$ cat src/rtl/proc_pkg.sv
// Shared constants and types for the processor memory arbiter: default widths,
// arbiter FSM encoding and requester indices.
package proc_pkg;

  localparam int unsigned AW_DEF       = 10;
  localparam int unsigned DW_DEF       = 12;
  localparam int unsigned MAX_WAIT_DEF = 3;

  typedef enum logic {
    StRun  = 1'b0,
    StLoad = 1'b1
  } arb_state_e;

  localparam int unsigned REQ_IF  = 0;
  localparam int unsigned REQ_DM  = 1;
  localparam int unsigned REQ_LD  = 2;
  localparam int unsigned NUM_REQ = 3;

endpackage

$ cat src/rtl/starve_counter.sv
// Saturating counter of consecutive cycles fetch has lost arbitration.
// Clear has priority over increment; neither input asserted holds the count.
module starve_counter #(
  parameter int unsigned MAX_WAIT = 3
) (
  input  logic clk1,
  input  logic reset,
  input  logic inc,
  input  logic clr,
  output logic sat
);

  localparam int unsigned CW = (MAX_WAIT < 1) ? 1 : $clog2(MAX_WAIT + 1);

  logic [CW-1:0] cnt_q;

  assign sat = (cnt_q == CW'(MAX_WAIT));

  always_ff @(posedge clk1 or posedge reset) begin
    if (reset) begin
      cnt_q <= '0;
    end else if (clr) begin
      cnt_q <= '0;
    end else if (inc && !sat) begin
      cnt_q <= cnt_q + 1'b1;
    end
  end

endmodule

$ cat src/rtl/mem_port_arbiter.sv
// Single-port memory arbiter between instruction fetch, data access and the
// program loader, with loader ownership and fetch anti-starvation.
module mem_port_arbiter
  import proc_pkg::*;
#(
  parameter int unsigned AW       = AW_DEF,
  parameter int unsigned DW       = DW_DEF,
  parameter int unsigned MAX_WAIT = MAX_WAIT_DEF
) (
  input  logic          clk1,
  input  logic          reset,
  input  logic          if_req,
  input  logic [AW-1:0] if_addr,
  output logic          if_gnt,
  output logic          if_rvalid,
  input  logic          dm_req,
  input  logic          dm_we,
  input  logic [AW-1:0] dm_addr,
  input  logic [DW-1:0] dm_wdata,
  output logic          dm_gnt,
  output logic          dm_rvalid,
  input  logic          ld_req,
  input  logic [AW-1:0] ld_addr,
  input  logic [DW-1:0] ld_wdata,
  output logic          ld_gnt,
  input  logic          halted,
  output logic          mem_en,
  output logic          mem_we,
  output logic [AW-1:0] mem_addr,
  output logic [DW-1:0] mem_wdata,
  input  logic [DW-1:0] mem_rdata,
  output logic [DW-1:0] rdata,
  output logic          busy
);

  arb_state_e           state_q, state_d;
  logic [NUM_REQ-1:0]   gnt;
  logic                 in_load;
  logic                 if_ok;
  logic                 starve_sat;
  logic                 if_rvalid_q, dm_rvalid_q;
  logic [DW-1:0]        rdata_q;

  assign if_ok = if_req && !halted;

  always_comb begin
    state_d = state_q;
    gnt     = '0;
    in_load = 1'b0;
    unique case (state_q)
      StRun: begin
        if (ld_req) begin
          state_d = StLoad;
          in_load = 1'b1;
        end
      end
      StLoad: begin
        // Dropping ld_req releases ownership in the same cycle.
        if (ld_req) begin
          in_load = 1'b1;
        end else begin
          state_d = StRun;
        end
      end
      default: state_d = StRun;
    endcase

    if (in_load) begin
      gnt[REQ_LD] = 1'b1;
    end else if (if_ok && starve_sat) begin
      gnt[REQ_IF] = 1'b1;
    end else if (dm_req) begin
      gnt[REQ_DM] = 1'b1;
    end else if (if_ok) begin
      gnt[REQ_IF] = 1'b1;
    end
  end

  always_comb begin
    mem_we    = 1'b0;
    mem_addr  = '0;
    mem_wdata = '0;
    if (gnt[REQ_LD]) begin
      mem_we    = 1'b1;
      mem_addr  = ld_addr;
      mem_wdata = ld_wdata;
    end else if (gnt[REQ_DM]) begin
      mem_we    = dm_we;
      mem_addr  = dm_addr;
      mem_wdata = dm_we ? dm_wdata : '0;
    end else if (gnt[REQ_IF]) begin
      mem_addr  = if_addr;
    end
  end

  assign if_gnt    = gnt[REQ_IF];
  assign dm_gnt    = gnt[REQ_DM];
  assign ld_gnt    = gnt[REQ_LD];
  assign mem_en    = |gnt;
  assign busy      = in_load;
  assign if_rvalid = if_rvalid_q;
  assign dm_rvalid = dm_rvalid_q;
  // Memory data is live in the rvalid cycle; the register holds it afterwards.
  assign rdata     = (if_rvalid_q || dm_rvalid_q) ? mem_rdata : rdata_q;

  starve_counter #(
    .MAX_WAIT (MAX_WAIT)
  ) u_starve (
    .clk1  (clk1),
    .reset (reset),
    .inc   (!in_load && if_ok && !gnt[REQ_IF]),
    .clr   (!in_load && (!if_ok || gnt[REQ_IF])),
    .sat   (starve_sat)
  );

  always_ff @(posedge clk1 or posedge reset) begin
    if (reset) begin
      state_q     <= StRun;
      if_rvalid_q <= 1'b0;
      dm_rvalid_q <= 1'b0;
      rdata_q     <= '0;
    end else begin
      state_q     <= state_d;
      if_rvalid_q <= gnt[REQ_IF];
      dm_rvalid_q <= gnt[REQ_DM] && !dm_we;
      if (if_rvalid_q || dm_rvalid_q) begin
        rdata_q <= mem_rdata;
      end
    end
  end

endmodule

$ cat config.mk
export PLATFORM = sky130hd
export DESIGN_NAME = mem_port_arbiter
export DESIGN_NICKNAME = d
export VERILOG_FILES = /design/src/rtl/proc_pkg.sv /design/src/rtl/starve_counter.sv /design/src/rtl/mem_port_arbiter.sv
export SDC_FILE = /design/constraint.sdc
export NUM_CORES = 1
export LEC_CHECK = 0
export BUFFER_PORTS_ARGS = -buffer_cell sky130_fd_sc_hd__buf_2
export CAP_MARGIN = 15
export CORE_MARGIN = 3
export CORE_UTILIZATION = 36
export DETAILED_ROUTE_END_ITERATION = 10
export HOLD_SLACK_MARGIN = 0.05
export PLACE_DENSITY_LB_ADDON = 0.08
export SYNTH_ARGS = -nofsm -noshare
export SYNTH_HDL_FRONTEND = slang
export SYNTH_SLANG_ARGS = --single-unit
$ cat constraint.sdc
create_clock -name clk1 -period 3.5 [get_ports clk1]
set_input_delay 0.525 -clock clk1 [delete_from_list [all_inputs] [get_ports clk1]]
set_output_delay 0.525 -clock clk1 [all_outputs]
set_load 0.02 [all_outputs]
==> impl_metrics.py <==
metrics = {
    "synthesis": {
        "yosys_most_used_dff": "dfrtp_1",
        "synth_cell_types": 24,
        "syn_nets": 163,
        "postSynthCellCount": 89,
        "synth_async_sr_flop_share_pct": 100,
        "yosysWarnings": 0,
        "ys_ff_latch": 16,
        "avgSynthCellArea_um2": 11.5,
        "syn-cell-area_um2": 1030,
        "synth_enable_flop_cells": 0,
        "ys_seq_area_share_pct": 39.0,
    },
    "pwr": {
        "p_clk_share_pct": 16.6,
        "seqPwrFrac_pct": 39.8,
        "p_sw_share_pct": 34.7,
        "comb_power_share_pct": 43.6,
        "intPower_mw": 0.362,
        "irDropWorstVdd_uv": 302,
        "p_per_area_nw_per_um2": 347,
        "power.leakage_nw": 0.893,
        "p_switching_mw": 0.193,
    },
    "grt": {
        "antenna_found_initial": 0,
        "grt_use_met3_pct": 1.96,
        "grt_max_degree": 32,
        "use_met1_pct": 17.7,
        "grt_use_total_pct": 16.6,
        "grt_pass1_wl_um": 4590,
        "grtUsageMet2_pct": 32.3,
        "grt.busiest_layer": "met2",
        "grt.overflow.total": 0,
        "grt_pass1_vias": 1122,
    },
    "critical_path": {
        "cp-end-kind": "output port",
        "cp-start-kind": "flop",
        "arrival_ns": 2.06,
        "crit_type": "reg -> out",
        "required_ns": 2.97,
        "crit_path_max_fanout": 13,
    },
    "drt": {
        "ant_nets": 0,
        "vias": 1116,
        "drt-vias-per-instance": 4.89,
        "first_pass_iters": 4,
        "routed_wl_um": 3030,
        "post_drt_wl_per_cell_um": 13.3,
        "drc": 0,
        "first_iter_violations": 20,
    },
    "sta": {
        "setup_violations": 0,
        "slew_violations": 0,
        "hold_viol": 0,
        "worst_slack_ns": 0.918,
        "skew_ns": 0.00538,
        "fmax_mhz": 387,
        "rsz0062_at_grt": "no",
        "tightest_slew_ns": 0.930,
        "fin_crit_sh_pct": 73.8,
        "max-slew-margin-rel_pct": 37.7,
        "tns_ns": 0,
        "fin_crit_ns": 2.58,
    },
    "placed_design": {
        "hpwl_um": 2530,
        "placed_area_um2": 1580,
        "io_buffers": 114,
        "dpl_worst_slack_ns": 1.08,
        "place_congestion": 0.661,
        "dp_cells": 225,
    },
    "cts": {
        "max-clock-path-buffers": 2,
        "htreeDepth": 1,
        "cts.sink_count": 16,
        "post_cts_buffers": 0,
        "cts_inserted_buffers": 3,
        "cts.hold.buffers_added": 0,
        "worstSkewPairLatency_ns": 0.28,
        "cts_resized": 0,
        "cts_tree": "yes",
        "clkTransAtPathRegs_ns": 0.09,
        "cts_root_buffer": "clkbuf_4",
    },
    "floorplan": {
        "core_um2": 2590,
        "die_h_um": 59.4,
        "die-area_um2": 3530,
        "start_util_pct": 39.6,
        "rows": 18,
        "pin_count": 115,
        "die_x_um": 59.4,
    },
    "hold_path": {
        "hold_path_class": "in -> async",
    },
    "final_layout": {
        "stdcell_area_um2": 1600,
        "multi_input_area_um2": 549,
        "final_common_cell": "buf_2",
        "diodes": 0,
        "fill_cells": 220,
        "seq_area_um2": 400,
        "area.growth.synth_to_final_pct": 55.9,
        "drive_gt1_share_pct": 74.2,
        "fin_nets": 274,
        "final_cell_mix": "buf_2 (114), dfrtp_1 (16), mux2_2 (12)",
        "finalNonFillerCells": 228,
    },
    "run": {
        "maxCapViolations": 0,
    },
    "status": {
        "outcome": "completed",
    },
}
state kept, by name, indices dropped and copies added, names as in the netlist:
signal and flops:
u_starve.cnt_q 2, rdata_q 12, dm_rvalid 1, if_rvalid 1
power groups by stage:
stage | Sequential, mW | Clock, mW | Combinational, mW
global route | 0.224 | 0.103 | 0.263
global placement | 0.223 | 0 | 0.239
floorplan | 0.223 | 0 | 0.153
detailed placement | 0.225 | 0 | 0.245
finish | 0.221 | 0.0922 | 0.242
CTS | 0.221 | 0.0960 | 0.245
area by class of cell:
| cell class | instances | share of cell area, % |
|---|---|---|
| repair buffers | 115 | 36.2 |
| multi-input cells | 61 | 34.4 |
| clock buffers | 3 | 1.41 |
| inverters | 3 | 0.704 |
| flip-flops and latches | 16 | 25.0 |
| well taps | 30 | 2.35 |
worst max-delay path: stages (launching register included):
cell,delay [ns]
dfrtp_1,0.41
ha_1,0.23
and3b_2,0.24
nor3b_4,0.49
a22o_2,0.24
buf_2,0.17
stage by stage:
stage | power [mW] | hold WS (ns) | utilization [%]
final | 0.555 | 0.286 | 61.7
after global routing | 0.590 | 0.336 | 61.7
after CTS | 0.563 | 0.308 | 61.7
after detailed placement | 0.470 | 0.480 | 60.9
after global placement | 0.462 | 0.475 | 60.9
after floorplan | 0.376 | 0.439 | -
Yosys cell counts, types with 2 or more instances:
cell type / number / share of area, %
dfrtp_1: 16 / 39
o31ai_1: 2 / 1.5
buf_2: 3 / 1.5
a22o_2: 10 / 9.8
mux2_2: 12 / 13
inv_1: 3 / 1.1
a22o_1: 2 / 1.7
nand2_1: 3 / 1.1
buf_4: 3 / 2.2
and2_1: 10 / 6.1
nor2_1: 2 / 0.73
a221o_1: 10 / 9.8
buf_6: 2 / 2.2
kinds of logic (layout without fill, tap and decap cells):
logic type      after synthesis  after routing  share of synthesized area, %
buf+inv                      12            121                          7.44
compound gates               26             26                          24.6
fa+ha+maj                     1              1                          1.22
simple gates                 22             22                          14.5
mux                          12             12                          13.2
flops                        16             16                          39.0
worst paths after layout:
check	start	to	slack, ns	cells after the start
max	u_starve.cnt_q[0]$_DFFE_PP0P_	mem_wdata[5]	0.92	5
min	reset	rdata_q[4]$_DFF_PP0_	0.29	2
max reg2reg	dm_rvalid$_DFF_PP0_	rdata_q[5]$_DFF_PP0_	1.86	2
min reg2reg	rdata_q[11]$_DFF_PP0_	rdata_q[11]$_DFF_PP0_	0.50	1
max in group asynchronous	reset	rdata_q[2]$_DFF_PP0_	2.84	2
min in group clk1	dm_we	dm_rvalid$_DFF_PP0_	0.43	2
metal layers:
| layer | share of wire, % | wire (um) |
|---|---|---|
| met1 | 35 | 1050 |
| met2 | 53 | 1620 |
| met5 | 0 | 0 |
| met3 | 10 | 316 |
| met4 | 1.5 | 44 |
(Power assumes the default switching activity.)
